File: src/rtl/token_decoder.sv
// -----------------------------------------------------------------------------
// token_decoder
//   Detokenizer: reads a zero-terminated code stream and finds each code in the
//   codes table. It then walks the vocab RAM to that entry (entries are
//   zero-separated strings) and copies the entry's characters into the text RAM.
//   The text is terminated with a 0.
//   All memories are synchronous (1-cycle read latency). Each read uses two
//   cycles: an issue/wait state, then an evaluate state.
//
// Ports
//   clk, rst     : clock, synchronous active-high reset
//   cs           : start request, only looked at while idle
//   stream_addr  : code stream RAM read address      / stream_din : its data
//   ctab_addr    : codes table RAM read address      / ctab_din   : its data
//   vocab_addr   : vocab RAM read address            / vocab_din  : its data
//   text_addr    : text RAM write address
//   text_we      : text RAM write enable (one cycle per character)
//   text_dout    : character written to the text RAM
//   done         : sticky, decode finished with terminator written
//   err          : sticky, decode aborted
// -----------------------------------------------------------------------------
module token_decoder #(
    parameter int ADDR_WIDTH       = 4,
    parameter int VOCAB_ADDR_WIDTH = 4,
    parameter int DATA_WIDTH       = 8
) (
    input  logic                        clk,
    input  logic                        rst,
    input  logic                        cs,
    output logic [ADDR_WIDTH-1:0]       stream_addr,
    input  logic [DATA_WIDTH-1:0]       stream_din,
    output logic [VOCAB_ADDR_WIDTH-1:0] ctab_addr,
    input  logic [DATA_WIDTH-1:0]       ctab_din,
    output logic [VOCAB_ADDR_WIDTH-1:0] vocab_addr,
    input  logic [DATA_WIDTH-1:0]       vocab_din,
    output logic [ADDR_WIDTH-1:0]       text_addr,
    output logic                        text_we,
    output logic [DATA_WIDTH-1:0]       text_dout,
    output logic                        done,
    output logic                        err
);

    localparam logic [ADDR_WIDTH-1:0]       A_ZERO = {ADDR_WIDTH{1'b0}};
    localparam logic [ADDR_WIDTH-1:0]       A_ONE  = {{(ADDR_WIDTH-1){1'b0}}, 1'b1};
    localparam logic [ADDR_WIDTH-1:0]       A_MAX  = {ADDR_WIDTH{1'b1}};
    localparam logic [VOCAB_ADDR_WIDTH-1:0] V_ZERO = {VOCAB_ADDR_WIDTH{1'b0}};
    localparam logic [VOCAB_ADDR_WIDTH-1:0] V_ONE  = {{(VOCAB_ADDR_WIDTH-1){1'b0}}, 1'b1};
    localparam logic [VOCAB_ADDR_WIDTH-1:0] V_MAX  = {VOCAB_ADDR_WIDTH{1'b1}};
    localparam logic [DATA_WIDTH-1:0]       D_ZERO = {DATA_WIDTH{1'b0}};

    typedef enum logic [3:0] {
        ST_IDLE    = 4'd0,
        ST_FETCH_W = 4'd1,
        ST_FETCH   = 4'd2,
        ST_LOOK_W  = 4'd3,
        ST_LOOK    = 4'd4,
        ST_SKIP_W  = 4'd5,
        ST_SKIP    = 4'd6,
        ST_COPY_W  = 4'd7,
        ST_COPY    = 4'd8,
        ST_TERM    = 4'd9,
        ST_DONE    = 4'd10,
        ST_ERR     = 4'd11
    } state_t;

    state_t                      state_r,      state_s;
    logic [ADDR_WIDTH-1:0]       stream_addr_r, stream_addr_s;
    logic [VOCAB_ADDR_WIDTH-1:0] ctab_addr_r,  ctab_addr_s;
    logic [VOCAB_ADDR_WIDTH-1:0] vocab_addr_r, vocab_addr_s;
    logic [ADDR_WIDTH-1:0]       text_addr_r,  text_addr_s;
    logic                        text_we_r,    text_we_s;
    logic [DATA_WIDTH-1:0]       text_dout_r,  text_dout_s;
    logic                        done_r,       done_s;
    logic                        err_r,        err_s;
    logic [DATA_WIDTH-1:0]       code_r,       code_s;
    logic [VOCAB_ADDR_WIDTH-1:0] idx_r,        idx_s;
    logic [VOCAB_ADDR_WIDTH-1:0] sep_r,        sep_s;
    logic [VOCAB_ADDR_WIDTH-1:0] sep_inc_s;

    // State and datapath registers; every output is taken straight from here.
    always_ff @(posedge clk) begin
        if (rst) begin
            state_r       <= ST_IDLE;
            stream_addr_r <= A_ZERO;
            ctab_addr_r   <= V_ZERO;
            vocab_addr_r  <= V_ZERO;
            text_addr_r   <= A_ZERO;
            text_we_r     <= 1'b0;
            text_dout_r   <= D_ZERO;
            done_r        <= 1'b0;
            err_r         <= 1'b0;
            code_r        <= D_ZERO;
            idx_r         <= V_ZERO;
            sep_r         <= V_ZERO;
        end else begin
            state_r       <= state_s;
            stream_addr_r <= stream_addr_s;
            ctab_addr_r   <= ctab_addr_s;
            vocab_addr_r  <= vocab_addr_s;
            text_addr_r   <= text_addr_s;
            text_we_r     <= text_we_s;
            text_dout_r   <= text_dout_s;
            done_r        <= done_s;
            err_r         <= err_s;
            code_r        <= code_s;
            idx_r         <= idx_s;
            sep_r         <= sep_s;
        end
    end

    // Next-state and next-register logic for the decode sequence.
    always_comb begin
        state_s       = state_r;
        stream_addr_s = stream_addr_r;
        ctab_addr_s   = ctab_addr_r;
        vocab_addr_s  = vocab_addr_r;
        text_addr_s   = text_addr_r;
        text_we_s     = 1'b0;
        text_dout_s   = text_dout_r;
        code_s        = code_r;
        idx_s         = idx_r;
        sep_s         = sep_r;
        sep_inc_s     = sep_r + V_ONE;

        case (state_r)
            ST_IDLE: begin
                if (cs) begin
                    state_s = ST_FETCH_W;
                end else begin
                    state_s = ST_IDLE;
                end
            end
            ST_FETCH_W: begin
                state_s = ST_FETCH;
            end
            ST_FETCH: begin
                if (stream_din == D_ZERO) begin
                    // Terminator is driven during the TERM cycle.
                    state_s     = ST_TERM;
                    text_we_s   = 1'b1;
                    text_dout_s = D_ZERO;
                end else begin
                    code_s      = stream_din;
                    ctab_addr_s = V_ZERO;
                    state_s     = ST_LOOK_W;
                end
            end
            ST_LOOK_W: begin
                state_s = ST_LOOK;
            end
            ST_LOOK: begin
                if (ctab_din == code_r) begin
                    idx_s        = ctab_addr_r;
                    vocab_addr_s = V_ZERO;
                    sep_s        = V_ZERO;
                    // Entry 0 starts at vocab offset 0: nothing to skip.
                    if (ctab_addr_r == V_ZERO) begin
                        state_s = ST_COPY_W;
                    end else begin
                        state_s = ST_SKIP_W;
                    end
                end else if ((ctab_din == D_ZERO) || (ctab_addr_r == V_MAX)) begin
                    state_s = ST_ERR;
                end else begin
                    ctab_addr_s = ctab_addr_r + V_ONE;
                    state_s     = ST_LOOK_W;
                end
            end
            ST_SKIP_W: begin
                state_s = ST_SKIP;
            end
            ST_SKIP: begin
                if (vocab_addr_r == V_MAX) begin
                    state_s = ST_ERR;
                end else begin
                    vocab_addr_s = vocab_addr_r + V_ONE;
                    if (vocab_din == D_ZERO) begin
                        sep_s = sep_inc_s;
                        // Having passed idx separators, the next byte opens the entry.
                        if (sep_inc_s == idx_r) begin
                            state_s = ST_COPY_W;
                        end else begin
                            state_s = ST_SKIP_W;
                        end
                    end else begin
                        state_s = ST_SKIP_W;
                    end
                end
            end
            ST_COPY_W: begin
                // A write is in flight this cycle. Writing the last slot means the
                // terminator can never fit, so the decode aborts.
                if (text_we_r && (text_addr_r == A_MAX)) begin
                    state_s = ST_ERR;
                end else if (text_we_r) begin
                    text_addr_s = text_addr_r + A_ONE;
                    state_s     = ST_COPY;
                end else begin
                    state_s = ST_COPY;
                end
            end
            ST_COPY: begin
                if (vocab_din != D_ZERO) begin
                    if (vocab_addr_r == V_MAX) begin
                        state_s = ST_ERR;
                    end else begin
                        text_we_s    = 1'b1;
                        text_dout_s  = vocab_din;
                        vocab_addr_s = vocab_addr_r + V_ONE;
                        state_s      = ST_COPY_W;
                    end
                end else if (stream_addr_r == A_MAX) begin
                    // Stream RAM exhausted: close the text instead of wrapping.
                    text_we_s   = 1'b1;
                    text_dout_s = D_ZERO;
                    state_s     = ST_TERM;
                end else begin
                    stream_addr_s = stream_addr_r + A_ONE;
                    state_s       = ST_FETCH_W;
                end
            end
            ST_TERM: begin
                state_s = ST_DONE;
            end
            ST_DONE: begin
                state_s = ST_DONE;
            end
            ST_ERR: begin
                state_s = ST_ERR;
            end
            default: begin
                state_s = ST_ERR;
            end
        endcase

        done_s = done_r | (state_s == ST_DONE);
        err_s  = err_r  | (state_s == ST_ERR);
    end

    assign stream_addr = stream_addr_r;
    assign ctab_addr   = ctab_addr_r;
    assign vocab_addr  = vocab_addr_r;
    assign text_addr   = text_addr_r;
    assign text_we     = text_we_r;
    assign text_dout   = text_dout_r;
    assign done        = done_r;
    assign err         = err_r;

endmodule
File: config.mk
export PLATFORM = sky130hd
export DESIGN_NAME = token_decoder
export DESIGN_NICKNAME = d
export VERILOG_FILES = /design/src/rtl/token_decoder.sv
export SDC_FILE = /design/constraint.sdc
export NUM_CORES = 1
export LEC_CHECK = 0
export ABC_CLOCK_PERIOD_IN_PS = 2900
export BUFFER_PORTS_ARGS = -buffer_cell sky130_fd_sc_hd__buf_4
export CAP_MARGIN = 20
export CORE_MARGIN = 2
export CORE_UTILIZATION = 53
export CTS_CLUSTER_DIAMETER = 200
export CTS_CLUSTER_SIZE = 24
export DETAILED_ROUTE_END_ITERATION = 7
export PLACE_DENSITY = 0.78
export SYNTH_ARGS = -nofsm -noshare
export SYNTH_HDL_FRONTEND = slang
export SYNTH_SLANG_ARGS = --single-unit
File: constraint.sdc
create_clock -name clk -period 2.9 [get_ports clk]
set_clock_uncertainty 0.2 [all_clocks]
set_input_delay 0.58 -clock clk [delete_from_list [all_inputs] [get_ports clk]]
set_output_delay 0.58 -clock clk [all_outputs]
set_load 0.05 [all_outputs]
==> flow_summary.yaml <==
outcome:
  result_of_the_run: "finished, final reports clean"
clocking:
  tritoncts: "yes"
  cts.sink_count: 47
  post_cts_setup_buffer_count: 0
  hold_buffers: 0
  clkTransAtPathRegs_ps: 80
  worstSkewPairLatency_ps: 310
  cts_made_buffers: 5
  cts.repair.resized: 0
  htree_levels: 2
  cts-root-buf: "sky130_fd_sc_hd__clkbuf_8"
  clock_path_buffers: 2
final_layout:
  area_growth_syn_to_layout_pct: 20.7
  finalCoreUtilization_pct: 65.7
  fraction_of_final_layout_cells_sized_beyond_drive_strength_1_pct: 23.0
  final_cells: 406
  antenna-diode-count: 0
  nNetsFinal: 385
placement:
  sum_of_net_half_perimeters_after_detailed_placement_um: 4130
  dpl.cell_count: 399
  port_buffers: 53
  gp_congestion: 0.888
power_and_ir_drop:
  total_leakage_power_nw: 1.19
  vdd_ir_drop_max_mv: 0.251
  cellPowerDensity_mw_per_mm2: 419
  totalPowerFinal_mw: 1.29
floorplan:
  num_io_pins: 54
  design.die.area_sq_mm: 0.00538
  die-height_um: 73.4
  placement_rows: 25
  design.core.area_sq_mm: 0.00469
  dieWidth_um: 73.4
  floorplan.initialDensity_pct: 54.4
route:
  avg_wl_per_cell_um: 13.7
  detailroute.via_count: 2303
  vias_per_cell: 5.67
  finalWirelength_um: 5570
  dr.pass1.iters: 4
  detail_route.iter0.violations: 117
  drc_errors: 0
  final_antenna_net_count: 0
timing:
  totalNegativeSetupSlack_ps: 0
  fin_crit_sh_pct: 84.0
  final-setup-viol-count: 0
  worst_margin_slew_ps: 585
  slew_viol_final: 0
  unrepaired_setup_endpoints_after_global_routing: "false"
  hold_viol: 0
  max_clock_freq_mhz: 410
  finalWorstPathRequiredPeriod_ps: 2440
  slew_headroom_pct: 60.6
setup_path:
  endpoint_kind: "flop"
  cp-start-kind: "flop"
  reg2reg_slack_ps: 460
  critical_path_peak_fanout: 15
  worst-setup-path-type: "reg2reg"
  cp.arrival_ps: 2440
  critPathRequiredTime_ps: 2900
hold_path:
  hp-class: "reg2reg"
yosys:
  ys.warnings.count: 0
  synth.cell_area_sq_mm: 0.00255
  netlist_instances: 300
  ys_ff_latch: 47
  number_of_distinct_library_cells_after_synthesis: 53
  post_synthesis_net_count: 333
  yosysSeqAreaShare_pct: 36.9
  postSynthAreaPerCell_sq_um: 8.50
grt:
  grt_use_total_pct: 21.6
  overall_overflow_remaining_after_global_route: 0
  largest_net_degree_at_the_start_of_global_routing: 47
  grt_pass1_wl_um: 9290
  number_of_global_route_vias_before_repair: 2095
  number_of_antenna_violations_at_the_first_check_in_global_routing: 0
flow_run:
  max_cap_viol: 0
## area by class of cell
cell class	instances	area, sq um
fillers	417	1610
multi-input cells	230	1510
flip-flops and latches	47	941
repair buffers	59	443
clock buffers	6	82.6
well taps	54	67.6
inverters	9	33.8
clock inverters	1	5.00
## cell families after synthesis
kind of cell	synth area share (%)
fa+ha+maj	2.94
mux	5.93
xor+xnor	6.87
flops	36.9
buf+inv	4.02
compound gates	13.6
simple gates	29.7
## metal layers
layer	vias to the layer above	routed length (um)	global-route usage, %
li1	1167	-	-
met1	1074	2500	27.1
met2	53	2750	37.5
met3	9	238	3.70
met4	0	89	7.27
met5	-	0	0
## flip-flops by register name, summed over array words and instances, names as in the netlist
signal,flops
code_r,8
ctab_addr,4
done,1
err,1
idx_r,4
sep_r,4
state_r,4
stream_addr,4
text_addr,4
text_dout,8
text_we,1
vocab_addr,4
## layout by cell type (no fill, tap or decap), types with 2 or more instances in the layout
cell type                  netlist  layout
sky130_fd_sc_hd__or2_2           3       3
sky130_fd_sc_hd__nand2_1        26      26
sky130_fd_sc_hd__a221o_1         2       2
sky130_fd_sc_hd__nand3b_1        3       3
sky130_fd_sc_hd__clkbuf_8        0       6
sky130_fd_sc_hd__or2_0           7       7
sky130_fd_sc_hd__nor4_2          2       2
sky130_fd_sc_hd__xor2_1         14      14
sky130_fd_sc_hd__ha_1            6       6
sky130_fd_sc_hd__nor4_4          2       2
sky130_fd_sc_hd__buf_4           1      59
sky130_fd_sc_hd__or2_1           2       2
sky130_fd_sc_hd__mux2i_1        14      14
sky130_fd_sc_hd__a31oi_1         3       3
sky130_fd_sc_hd__nor4b_2         2       2
sky130_fd_sc_hd__and4_1          2       2
sky130_fd_sc_hd__nand2b_1        4       4
sky130_fd_sc_hd__nand4_1         3       3
sky130_fd_sc_hd__nor3_1          6       6
sky130_fd_sc_hd__nor4_1          6       6
sky130_fd_sc_hd__o21ai_0         5       5
sky130_fd_sc_hd__a21oi_2         2       2
sky130_fd_sc_hd__a21oi_1        21      21
sky130_fd_sc_hd__a211oi_1        3       3
sky130_fd_sc_hd__or4_1           4       4
sky130_fd_sc_hd__a311oi_1        2       2
sky130_fd_sc_hd__a21o_1          2       2
sky130_fd_sc_hd__and3_1          4       4
sky130_fd_sc_hd__o31ai_1         3       3
sky130_fd_sc_hd__nor2_1         40      40
sky130_fd_sc_hd__nand3_1        14      14
sky130_fd_sc_hd__xnor2_1         6       6
sky130_fd_sc_hd__inv_1           9       9
sky130_fd_sc_hd__dfxtp_1        47      47
## through the flow
step	hold WS (ps)	cell area (sq um)	setup slack, ps
after global routing	274	3080	310
after global placement	239	2990	329
after CTS	258	3080	475
final	252	3080	463
after detailed placement	247	2990	252
after floorplan	249	2550	605
## synth_stat cells (all sizes together)
| cell type | n | area (sq um) |
|---|---|---|
| dfxtp | 47 | 941 |
| nor2 | 40 | 150 |
| nand2 | 26 | 97.6 |
| a21oi | 23 | 123 |
| nand3 | 15 | 80.1 |
| mux2i | 14 | 140 |
| xor2 | 14 | 123 |
| or2 | 12 | 75.1 |
| nor4 | 10 | 105 |
| inv | 9 | 33.8 |
| clkbuf | 8 | 30.0 |
| buf | 6 | 38.8 |
| ha | 6 | 75.1 |
| nor3 | 6 | 30.0 |
| xnor2 | 6 | 52.6 |
| o21ai | 5 | 25.0 |
| and3 | 4 | 25.0 |
| nand2b | 4 | 25.0 |
| or4 | 4 | 30.0 |
| a211oi | 3 | 22.5 |
| a31oi | 3 | 18.8 |
| nand3b | 3 | 22.5 |
| nand4 | 3 | 18.8 |
| o31ai | 3 | 22.5 |
| a21o | 2 | 15.0 |
| a221o | 2 | 20.0 |
| a311oi | 2 | 17.5 |
| and4 | 2 | 17.5 |
| nor4b | 2 | 30.0 |
| or4b | 2 | 23.8 |
| a2111o | 1 | 11.3 |
| a211o | 1 | 8.76 |
| a21boi | 1 | 7.51 |
| a221oi | 1 | 8.76 |
| a32oi | 1 | 8.76 |
| and2b | 1 | 7.51 |
| and4bb | 1 | 12.5 |
| mux2 | 1 | 11.3 |
| nor3b | 1 | 7.51 |
| o211ai | 1 | 7.51 |
| o21bai | 1 | 7.51 |
| o221ai | 1 | 8.76 |
| o22ai | 1 | 6.26 |
| o41ai | 1 | 8.76 |
## where the power goes
group / switching [mW] / internal, mW
Sequential: 0.0274 / 0.662
Clock: 0.218 / 0.187
Combinational: 0.109 / 0.0871
Total: 0.354 / 0.936
## final timing paths
check                    start      endpoint  depth (start not counted)
setup / recovery    state_r[0]  ctab_addr[3]                          5
hold / removal    text_dout[5]  text_dout[5]                          2
setup reg to reg    state_r[0]  ctab_addr[3]                          5
hold reg to reg   text_dout[5]  text_dout[5]                          2
## worst max-delay path: stages (launching register included)
cell,delay [ps]
sky130_fd_sc_hd__dfxtp_1,480
sky130_fd_sc_hd__or4b_4,620
sky130_fd_sc_hd__a21oi_2,250
sky130_fd_sc_hd__a21oi_1,160
sky130_fd_sc_hd__nor3_1,250
sky130_fd_sc_hd__mux2_2,360
Note: power is estimated with default switching activity, not from simulation.
